`src/rtl/fp_addsub_pkg.sv`:
```
// Shared types for the single-precision add/sub datapath: operand layout and stage payloads.
package fp_addsub_pkg;

    localparam logic [7:0] EXP_MAX = 8'hFF;
    localparam int         BIAS    = 127;
    localparam int         MANW    = 23;
    localparam int         GRSW    = 3;

    typedef struct packed {
        logic            sign;
        logic [7:0]      exp;
        logic [MANW-1:0] man;
    } fp32_t;

    typedef struct packed {
        logic [31:0]   in1;
        logic [31:0]   in2;
        logic [1:0]    toobig;
        logic          sign_l;
        logic          sign_s;
        logic [7:0]    exp_l;
        logic [MANW:0] mant_l;
        logic [MANW:0] mant_s;
        logic [7:0]    d;
    } s1_t;

    typedef struct packed {
        logic [31:0]           in1;
        logic [31:0]           in2;
        logic [1:0]            toobig;
        logic                  sign_l;
        logic [7:0]            exp_l;
        logic [MANW+GRSW+1:0]  sum;
    } s2_t;

endpackage

```
`src/rtl/fp_addsub_core_lzc.sv`:
```
// Combinational leading-zero counter over the 27-bit aligned sum; all-zero input yields 27.
module fp_lzc27
    import fp_addsub_pkg::*;
(
    input  logic [MANW+GRSW:0] v_i,
    output logic [4:0]         cnt_o
);

    always_comb begin
        cnt_o = 5'd27;
        for (int i = 0; i <= MANW + GRSW; i++) begin
            if (v_i[i]) cnt_o = 5'(MANW + GRSW - i);
        end
    end

endmodule

```
`src/rtl/fp_addsub_core.sv`:
```
// Three-stage single-precision add/sub core (unpack/swap, align/add, normalize/pack) with global stall.
// Build option FPADD_ROUND_EN selects round-to-nearest-even; otherwise G/R/S are truncated.
module fp_addsub_core
    import fp_addsub_pkg::*;
#(
    parameter int unsigned TOOBIG_DIFF = 26
) (
    input  logic        clk,
    input  logic        rst_n,
    input  logic        in_valid,
    output logic        in_ready,
    input  logic [31:0] in_a,
    input  logic [31:0] in_b,
    input  logic        in_sub,
    output logic        out_valid,
    input  logic        out_ready,
    output logic [31:0] out_in1,
    output logic [31:0] out_in2,
    output logic [31:0] temp_result,
    output logic [1:0]  toobig
);

    function automatic logic [24:0] round_mant(input logic [26:0] m);
        logic [24:0] t;
        t = {1'b0, 24'(m >> GRSW)};
`ifdef FPADD_ROUND_EN
        if (m[2] && (m[1] || m[0] || m[3])) t = t + 25'd1;
`endif
        return t;
    endfunction

    // Mantissa carry-out bumps the exponent; then flush underflow to signed zero, clamp overflow to inf.
    function automatic logic [31:0] pack_result(input logic sign, input logic signed [9:0] e,
                                                input logic [24:0] m);
        logic signed [9:0] ef;
        logic [22:0]       man;
        ef  = m[24] ? e + 10'sd1 : e;
        man = m[24] ? m[23:1] : m[22:0];
        if (ef <= 10'sd0)        return {sign, 31'd0};
        else if (ef >= 10'sd255) return {sign, EXP_MAX, 23'd0};
        else                     return {sign, ef[7:0], man};
    endfunction

    logic en;
    logic vld_p1_q, vld_p2_q, out_valid_q;
    s1_t  s1_d, s1_p1_q;
    s2_t  s2_d, s2_p2_q;
    logic [31:0] out_in1_q, out_in2_q, temp_q;
    logic [1:0]  toobig_q;

    assign en       = !out_valid_q || out_ready;
    assign in_ready = en;

    // Stage 0 -> 1: unpack, effective B, magnitude swap
    fp32_t a_p0, b_p0, l_p0, s_p0;
    logic  b_big_p0;

    always_comb begin
        a_p0     = in_a;
        b_p0     = {in_b[31] ^ in_sub, in_b[30:0]};
        b_big_p0 = {b_p0.exp, b_p0.man} > {a_p0.exp, a_p0.man};
        l_p0     = b_big_p0 ? b_p0 : a_p0;
        s_p0     = b_big_p0 ? a_p0 : b_p0;
        s1_d.in1    = a_p0;
        s1_d.in2    = b_p0;
        s1_d.sign_l = l_p0.sign;
        s1_d.sign_s = s_p0.sign;
        s1_d.exp_l  = l_p0.exp;
        s1_d.mant_l = (l_p0.exp == 8'd0) ? '0 : {1'b1, l_p0.man};
        s1_d.mant_s = (s_p0.exp == 8'd0) ? '0 : {1'b1, s_p0.man};
        s1_d.d      = l_p0.exp - s_p0.exp;
        s1_d.toobig[1] = b_big_p0;
        s1_d.toobig[0] = (s1_d.d >= 8'(TOOBIG_DIFF)) && (a_p0.exp != 8'd0) && (b_p0.exp != 8'd0)
                         && (a_p0.exp != EXP_MAX) && (b_p0.exp != EXP_MAX);
    end

    // Stage 1 -> 2: align smaller operand with sticky, add or subtract
    logic [26:0] l27_p1, sf_p1, sa_p1;
    logic        sticky_p1;

    always_comb begin
        l27_p1    = {s1_p1_q.mant_l, 3'b000};
        sf_p1     = {s1_p1_q.mant_s, 3'b000};
        sticky_p1 = 1'b0;
        sa_p1     = '0;
        if (s1_p1_q.d >= 8'd27) begin
            sa_p1 = {26'd0, |s1_p1_q.mant_s};
        end else begin
            sticky_p1 = |(sf_p1 & ~(27'h7FF_FFFF << s1_p1_q.d));
            sa_p1     = (sf_p1 >> s1_p1_q.d) | {26'd0, sticky_p1};
        end
        s2_d.in1    = s1_p1_q.in1;
        s2_d.in2    = s1_p1_q.in2;
        s2_d.toobig = s1_p1_q.toobig;
        s2_d.sign_l = s1_p1_q.sign_l;
        s2_d.exp_l  = s1_p1_q.exp_l;
        s2_d.sum    = (s1_p1_q.sign_l == s1_p1_q.sign_s) ? {1'b0, l27_p1} + {1'b0, sa_p1}
                                                         : {1'b0, l27_p1} - {1'b0, sa_p1};
    end

    // Stage 2 -> 3: normalize, round, pack
    logic [4:0]        lzc_p2;
    logic [26:0]       norm_p2;
    logic signed [9:0] exp_p2;
    logic [24:0]       rnd_p2;
    logic [31:0]       res_p2;

    fp_lzc27 u_lzc (
        .v_i   (s2_p2_q.sum[26:0]),
        .cnt_o (lzc_p2)
    );

    always_comb begin
        norm_p2 = s2_p2_q.sum[26:0] << lzc_p2;
        exp_p2  = $signed({2'b00, s2_p2_q.exp_l}) - $signed({5'd0, lzc_p2});
        if (s2_p2_q.sum[27]) begin
            norm_p2 = {s2_p2_q.sum[27:2], |s2_p2_q.sum[1:0]};
            exp_p2  = $signed({2'b00, s2_p2_q.exp_l}) + 10'sd1;
        end
        rnd_p2 = round_mant(norm_p2);
        res_p2 = (s2_p2_q.sum == '0) ? 32'h0 : pack_result(s2_p2_q.sign_l, exp_p2, rnd_p2);
    end

    always_ff @(posedge clk or negedge rst_n) begin
        if (!rst_n) begin
            vld_p1_q    <= 1'b0;
            vld_p2_q    <= 1'b0;
            out_valid_q <= 1'b0;
        end else if (en) begin
            vld_p1_q    <= in_valid;
            vld_p2_q    <= vld_p1_q;
            out_valid_q <= vld_p2_q;
        end
    end

    always_ff @(posedge clk) begin
        if (en) begin
            s1_p1_q <= s1_d;
            s2_p2_q <= s2_d;
        end
    end

    always_ff @(posedge clk or negedge rst_n) begin
        if (!rst_n) begin
            out_in1_q <= '0;
            out_in2_q <= '0;
            temp_q    <= '0;
            toobig_q  <= '0;
        end else if (en && vld_p2_q) begin
            out_in1_q <= s2_p2_q.in1;
            out_in2_q <= s2_p2_q.in2;
            temp_q    <= res_p2;
            toobig_q  <= s2_p2_q.toobig;
        end
    end

    assign out_valid   = out_valid_q;
    assign out_in1     = out_in1_q;
    assign out_in2     = out_in2_q;
    assign temp_result = temp_q;
    assign toobig      = toobig_q;

endmodule

```
`config.mk`:
```
export PLATFORM = sky130hd
export DESIGN_NAME = fp_addsub_core
export DESIGN_NICKNAME = d
export VERILOG_FILES = /design/src/rtl/fp_addsub_pkg.sv /design/src/rtl/fp_addsub_core_lzc.sv /design/src/rtl/fp_addsub_core.sv
export SDC_FILE = /design/constraint.sdc
export NUM_CORES = 1
export LEC_CHECK = 0
export BUFFER_PORTS_ARGS = -buffer_cell sky130_fd_sc_hd__buf_4
export CAP_MARGIN = 0
export CORE_UTILIZATION = 51
export DETAILED_ROUTE_END_ITERATION = 7
export GPL_ROUTABILITY_DRIVEN = 1
export HOLD_SLACK_MARGIN = 0.05
export PLACE_DENSITY_LB_ADDON = 0.1
export SLEW_MARGIN = 5
export SYNTH_ARGS = -nofsm -noshare
export SYNTH_HDL_FRONTEND = slang
export SYNTH_HIERARCHICAL = 1
export SYNTH_SLANG_ARGS = --single-unit
```
`constraint.sdc`:
```
create_clock -name clk -period 32.6 [get_ports clk]
set_input_delay 8.15 -clock clk [delete_from_list [all_inputs] [get_ports clk]]
set_output_delay 8.15 -clock clk [all_outputs]
set_load 0.02 [all_outputs]
```
==> impl_metrics.tcl, run 1 <==
set metrics [dict create \
    outcome "finished clean" \
    crit_top_cell "buf_4" \
    drt_first_pass_iters 5 \
    cts.htree.levels 2 \
    antenna_left 0 \
    timing.final.ws_setup_ns 15.80 \
    dp_cells 2473 \
    seq_area_frac_synth_pct 49.0 \
    hold_path_class "reg2reg" \
    wl_met1_mm 23.8 \
    cts_resized 0 \
    clock_skew_ns 0.0260 \
    grt_pass1_wl_mm 84.1 \
    yosys.area_share.simple_pct 13.6 \
    postLayoutCoreUtil_pct 59.4 \
    place_ws_ns 15.78 \
    die_h_um 198 \
    wl_met3_mm 2.89 \
    synth-edff-count 235 \
    hold_viol 0 \
    cts_sinks 336 \
    postSynthCellCount 1877 \
    rsz0062_at_grt "no" \
    synth_top_cell_by_area "edfxtp_1" \
    ys_top_cells_by_count "edfxtp_1, nand2_1, nor2_1" \
    synth_flop_cell "edfxtp_1" \
    fin_nets 2159 \
    ys_types 86 \
    rows 71 \
    antenna_found_initial 0 \
    path_cells "buf_4 > nand2b_4 > buf_4" \
    core_area_sq_mm 0.0377 \
    cts_setup_buffers 0 \
    synth_area_sq_mm 0.0195 \
    clk_pin_slew_ns 0.06 \
    grtUsageTotal_pct 28.0 \
    clock_latency_ns 0.56 \
    cts_tree "built" \
    synth_top_area_share_pct 36.1 \
    drc_errors 0 \
    routabilityCongestion 0.929 \
    end_kind "output port" \
    synth_top_family_by_area "compound AO/OA/AOI/OAI gates" \
    diodes 0 \
    fmaxAchievable_ghz 0.0595 \
    slowest_stage "buf_4" \
    instances_no_fill 2539 \
    synth-xor-area-share_pct 1.88 \
    grt_pass1_vias 14600 \
    post_drt_wl_per_cell_um 21.3 \
    clockBufferDepth 3 \
    overflow 0 \
    slowest_delay_ns 0.20 \
    die_area_sq_mm 0.0391 \
    cts_hold_buf 0 \
    yosys-top-cells-area "edfxtp_1, dfrtp_1, ha_1, mux2_2, a21oi_1" \
    wl_met2_mm 25.9 \
    drv_slew 0 \
    syn_avg_cell_area_sq_um 10.4 \
    die-width_um 198 \
    drive_gt1_share_pct 18.9 \
    syn-num-nets 2036 \
    worstPathRequired_ns 24.45 \
    synthAdderAreaFrac_pct 5.89 \
    peakVddDrop_mv 0.0599 \
    async_flop_share_pct 30.1 \
    path_class "in2out" \
    dr_total_vias 15100 \
    start_util_pct 51.9 \
    power_density_mw_per_mm2 84.1 \
    p_leak_uw 0.00918 \
    ys_ff_latch 336 \
    io_buffers 168 \
    yosys_warnings 6 \
    maxCapViolCount 0 \
    start_kind "input port" \
    period_minus_slack_ns 16.80 \
    nFillCells 3220 \
    worstPathArrival_ns 8.65 \
    drt_iter0_markers 1089 \
    yosysMostFrequentCell "edfxtp_1" \
    dp_hpwl_mm 39.3 \
    finalSetupTns_ns 0 \
    relSlewSlack_pct 36.7 \
    fin_crit_sh_pct 51.5 \
    grt_start_max_net_pins 80 \
    crit_fanout 3 \
    max_slew.worst_pin.slew_ns 0.949 \
    io_pins 169 \
    wl_mm 54.1 \
    numCtsBuffers 36 \
    highest_layer "met4" \
    cts_root_buf "clkbuf_16" \
    finalSetupViolCount 0 \
    vias_per_cell 5.95 \
    synth_compound_area_share_pct 15.2 \
    synth.area.mux_share_pct 10.1 \
    area_growth_pct 14.4 \
]
flip-flops by register name, summed over array words and instances, names as in the netlist:
signal,flops
out_in2,32
temp_result,32
vld_p2_q,1
out_in1,32
vld_p1_q,1
toobig,2
s1_p1_q,108
out_valid,1
l27_p1,24
s2_p2_q,103
kinds of logic (layout without fill, tap and decap cells):
kind of cell	after synthesis	count (layout)
buf+inv	212	363
fa+ha+maj	91	91
simple gates	564	564
mux	163	163
compound gates	469	469
flops	336	336
xor+xnor	42	42
final timing paths:
kind                       slack [ns]          from     endpoint  cells past startpoint
min reg2reg                      0.41  s1_p1_q[120]  s2_p2_q[91]                      0
min in group asynchronous        7.60         rst_n  out_in1[25]                      1
max reg2reg                     26.57    s1_p1_q[7]  s2_p2_q[25]                     23
min                              0.41  s1_p1_q[120]  s2_p2_q[91]                      0
max in group asynchronous       23.81         rst_n   out_in1[5]                      2
max                             15.80     out_ready     in_ready                      3
power breakdown:
part / internal (uW) / leakage, uW / switching, uW
sequential: 610 / 0.00356 / 118
clock: 225 / 0.000562 / 170
combinational: 312 / 0.00506 / 448
final cells by class:
type / instances / area (sq um) / share of cell area (%)
clock buffers: 47 / 983 / 4.40
clock inverters: 19 / 159 / 0.710
inverters: 105 / 394 / 1.76
multi-input cells: 1329 / 9170 / 41.0
flip-flops and latches: 336 / 9580 / 42.8
well taps: 511 / 639 / 2.86
repair buffers: 192 / 1440 / 6.44
through the flow:
step	total power (uW)	cell area (sq um)	hold slack [ns]
global placement	1480	21200	0.400
floorplan	1210	19500	0.400
global route	1990	22400	0.417
finish	1880	22400	0.411
detailed placement	1490	21200	0.405
CTS	1890	22400	0.415
layout by cell type, fill, tap and decap left out, types with 6 or more instances in the layout:
cell	instances
o21ai_0	113
a22oi_1	23
clkbuf_16	37
mux4_2	19
mux2i_1	54
nand2_1	181
nor3_1	22
and2_1	6
nor2b_1	21
xor2_1	10
nand3_1	31
nand3b_1	6
and3_1	12
nor4_1	29
a211oi_1	25
nand2b_1	16
mux2_2	89
a31oi_1	9
or2_2	6
xnor2_1	30
o211ai_1	9
inv_1	101
or4_1	7
clkbuf_1	8
edfxtp_1	235
or3_1	6
buf_4	192
dfrtp_1	101
nand4_1	28
a21o_1	18
o31ai_1	10
o21ai_1	7
ha_1	88
nor2_1	175
o21a_1	7
clkinv_1	8
o21bai_1	12
a21oi_1	157
critical path, delay by kind of cell:
| kind | cells | cell delay [ns] |
|---|---|---|
| and+or+nand+nor | 1 | 0.19 |
| buffers and inverters | 2 | 0.31 |
layer usage:
metal / up-vias / GRT usage (%)
met5: - / 0
met4: 0 / 9.82
met3: 88 / 3.46
met2: 525 / 46.7
met1: 7310 / 37.7
li1: 7177 / -
Power figures use the tool's default switching activity.
==> run 2, diff against run 1 <==
==> constraint.sdc (replaced) <==
create_clock -name clk -period 15.7 [get_ports clk]
set_input_delay 3.925 -clock clk [delete_from_list [all_inputs] [get_ports clk]]
set_output_delay 3.925 -clock clk [all_outputs]
set_load 0.02 [all_outputs]
==> run 2 against run 1 <==
Compared with the run above: core utilization grew 0.26 points; register-to-register slack lost 17 ns; global-route usage shrank 0.057 points; die area is the same; wire length grew 0.44%; sequential cell count is the same; combinational power grew 110%; critical path type is now in2reg.
==> impl_metrics.tcl, run 2 (synthesis gave the netlist of run 1 again) <==
set metrics [dict create \
    drv_slew 0 \
    clock_skew_ns 0.0221 \
    p_comb_share_pct 39.5 \
    max_slew.worst_pin.slew_ns 0.982 \
    intPower_uw 2450 \
    rows 71 \
    cts.htree.levels 2 \
    grt_start_max_net_pins 78 \
    relSlewSlack_pct 33.1 \
    outcome "finished clean" \
    hold_path_class "reg2reg" \
    peakVddDrop_mv 0.0993 \
    vias_per_cell 6.00 \
    antenna_left 0 \
    use_met1_pct 38.1 \
    routabilityCongestion 0.898 \
    min_to "s2_p2_q[67]" \
    wl_mm 54.3 \
    sw_frac_of_total_pct 38.0 \
    path_class "in2reg" \
    use_met3_pct 3.68 \
    worstPathArrival_ns 8.80 \
    holdPathStages 0 \
    timing.final.ws_setup_ns 7.17 \
    die_area_sq_mm 0.0391 \
    clk_pin_slew_ns 0.06 \
    cts_hold_buf 0 \
    clock_latency_ns 0.54 \
    final_common_cell "edfxtp_1" \
    start_util_pct 51.9 \
    numCtsBuffers 36 \
    antenna_found_initial 0 \
    postLayoutCoreUtil_pct 59.7 \
    worstPathRequired_ns 15.98 \
    regToRegStartpoint "s1_p1_q[6]" \
    top_register "s1_p1_q" \
    clockBufferDepth 3 \
    rr_endpoint "s2_p2_q[27]" \
    reg_top3 "s1_p1_q (108), s2_p2_q (103)" \
    use_met2_pct 46.2 \
    place_ws_ns 6.75 \
    dp_hpwl_mm 39.7 \
    rsz0062_at_grt "no" \
    dr_total_vias 15200 \
    reg2reg_slack_ns 9.85 \
    fin_crit_sh_pct 54.3 \
    cts_root_buf "clkbuf_16" \
    total_power_uw 3950 \
    drive_gt1_share_pct 19.0 \
    placed_area_sq_mm 0.0212 \
    grt_pass1_vias 14400 \
    reg2reg_depth 23 \
    grt_pass1_wl_mm 83.8 \
    final_cell_area_sq_mm 0.0225 \
    die-width_um 198 \
    fin_nets 2158 \
    cts_resized 0 \
    fmaxAchievable_ghz 0.117 \
    holdCritStartpoint "s1_p1_q[96]" \
    diodes 0 \
    drt_iter0_markers 1352 \
    p_leak_uw 0.00922 \
    grtUsageTotal_pct 28.0 \
    finalSetupViolCount 0 \
    die_h_um 198 \
    cts_tree "built" \
    period_minus_slack_ns 8.53 \
    cts_sinks 336 \
    drt_first_pass_iters 6 \
    finalSetupTns_ns 0 \
    start_kind "input port" \
    area_growth_pct 15.0 \
    core_area_sq_mm 0.0377 \
    power_frac_seq_pct 38.3 \
    busiest_layer "met2" \
    io_buffers 168 \
    switching_power_uw 1500 \
    final_cell_mix "edfxtp_1, buf_4, nand2_1, nor2_1, a21oi_1" \
    end_kind "flop" \
    io_pins 169 \
    maxCapViolCount 0 \
    largest_reg_flops 108 \
    hold_viol 0 \
    power_density_mw_per_mm2 176 \
    clkPwrFrac_pct 22.2 \
    crit_fanout 77 \
    post_drt_wl_per_cell_um 21.4 \
    drc_errors 0 \
    cts_setup_buffers 0 \
    overflow 0 \
]
run 2: cell types whose count changed in the layout (fill, tap and decap cells not counted), sizes merged:
cell	delta
inv	-6
bufinv	+3
clkbuf	+3
clkinv	-2
clkinvlp	+2
buf	-1
run 2: layer usage:
metal  share of wire [%]  up-vias
li1                    -     7154
met5                   0        -
met3                 5.6       75
met2                  48      562
met1                  44     7433
met4                 2.4        0
run 2: worst max-delay path, stage by stage:
cell and delay [ns]:
buf_4 0.09, inv_1 0.05, ha_1 0.32, nand4_1 0.19, nor4_1 0.68, a2111oi_0 0.28
a41o_1 0.36, nor2_4 0.77, inv_2 0.24, buf_4 0.41, o22ai_1 0.54, a221oi_2 0.18
o21a_1 0.21, xnor2_1 0.14, o41a_1 0.41
run 2: power by group through the flow:
| stage | combinational [uW] | sequential [uW] | clock, uW |
|---|---|---|---|
| detailed placement | 1560 | 1520 | 0 |
| global route | 1700 | 1540 | 925 |
| finish | 1560 | 1510 | 877 |
| CTS | 1560 | 1510 | 896 |
| floorplan | 903 | 1610 | 0 |
| global placement | 1540 | 1510 | 0 |
run 2: worst max path at each step:
stage	cells past startpoint	to	from
after CTS	16	l27_p1[10]	in_a[10]
after detailed placement	16	l27_p1[17]	in_a[10]
after global routing	15	s1_p1_q[66]	in_a[25]
after global placement	16	l27_p1[3]	in_a[10]
final	15	s1_p1_q[66]	in_a[10]
after floorplan	2	in_ready	out_ready
run 2: layout make-up:
class | instances | area, sq um
clock buffers | 50 | 1050
clock inverters | 16 | 193
fillers | 3291 | 15200
inverters | 105 | 394
multi-input cells | 1329 | 9180
flip-flops and latches | 336 | 9580
well taps | 511 | 639
repair buffers | 191 | 1430
run 2: stage by stage:
step | hold WS, ns | instances
floorplan | 0.400 | 1877
global placement | 0.400 | 2472
detailed placement | 0.405 | 2472
CTS | 0.414 | 2538
global route | 0.422 | 2538
finish | 0.415 | 2538
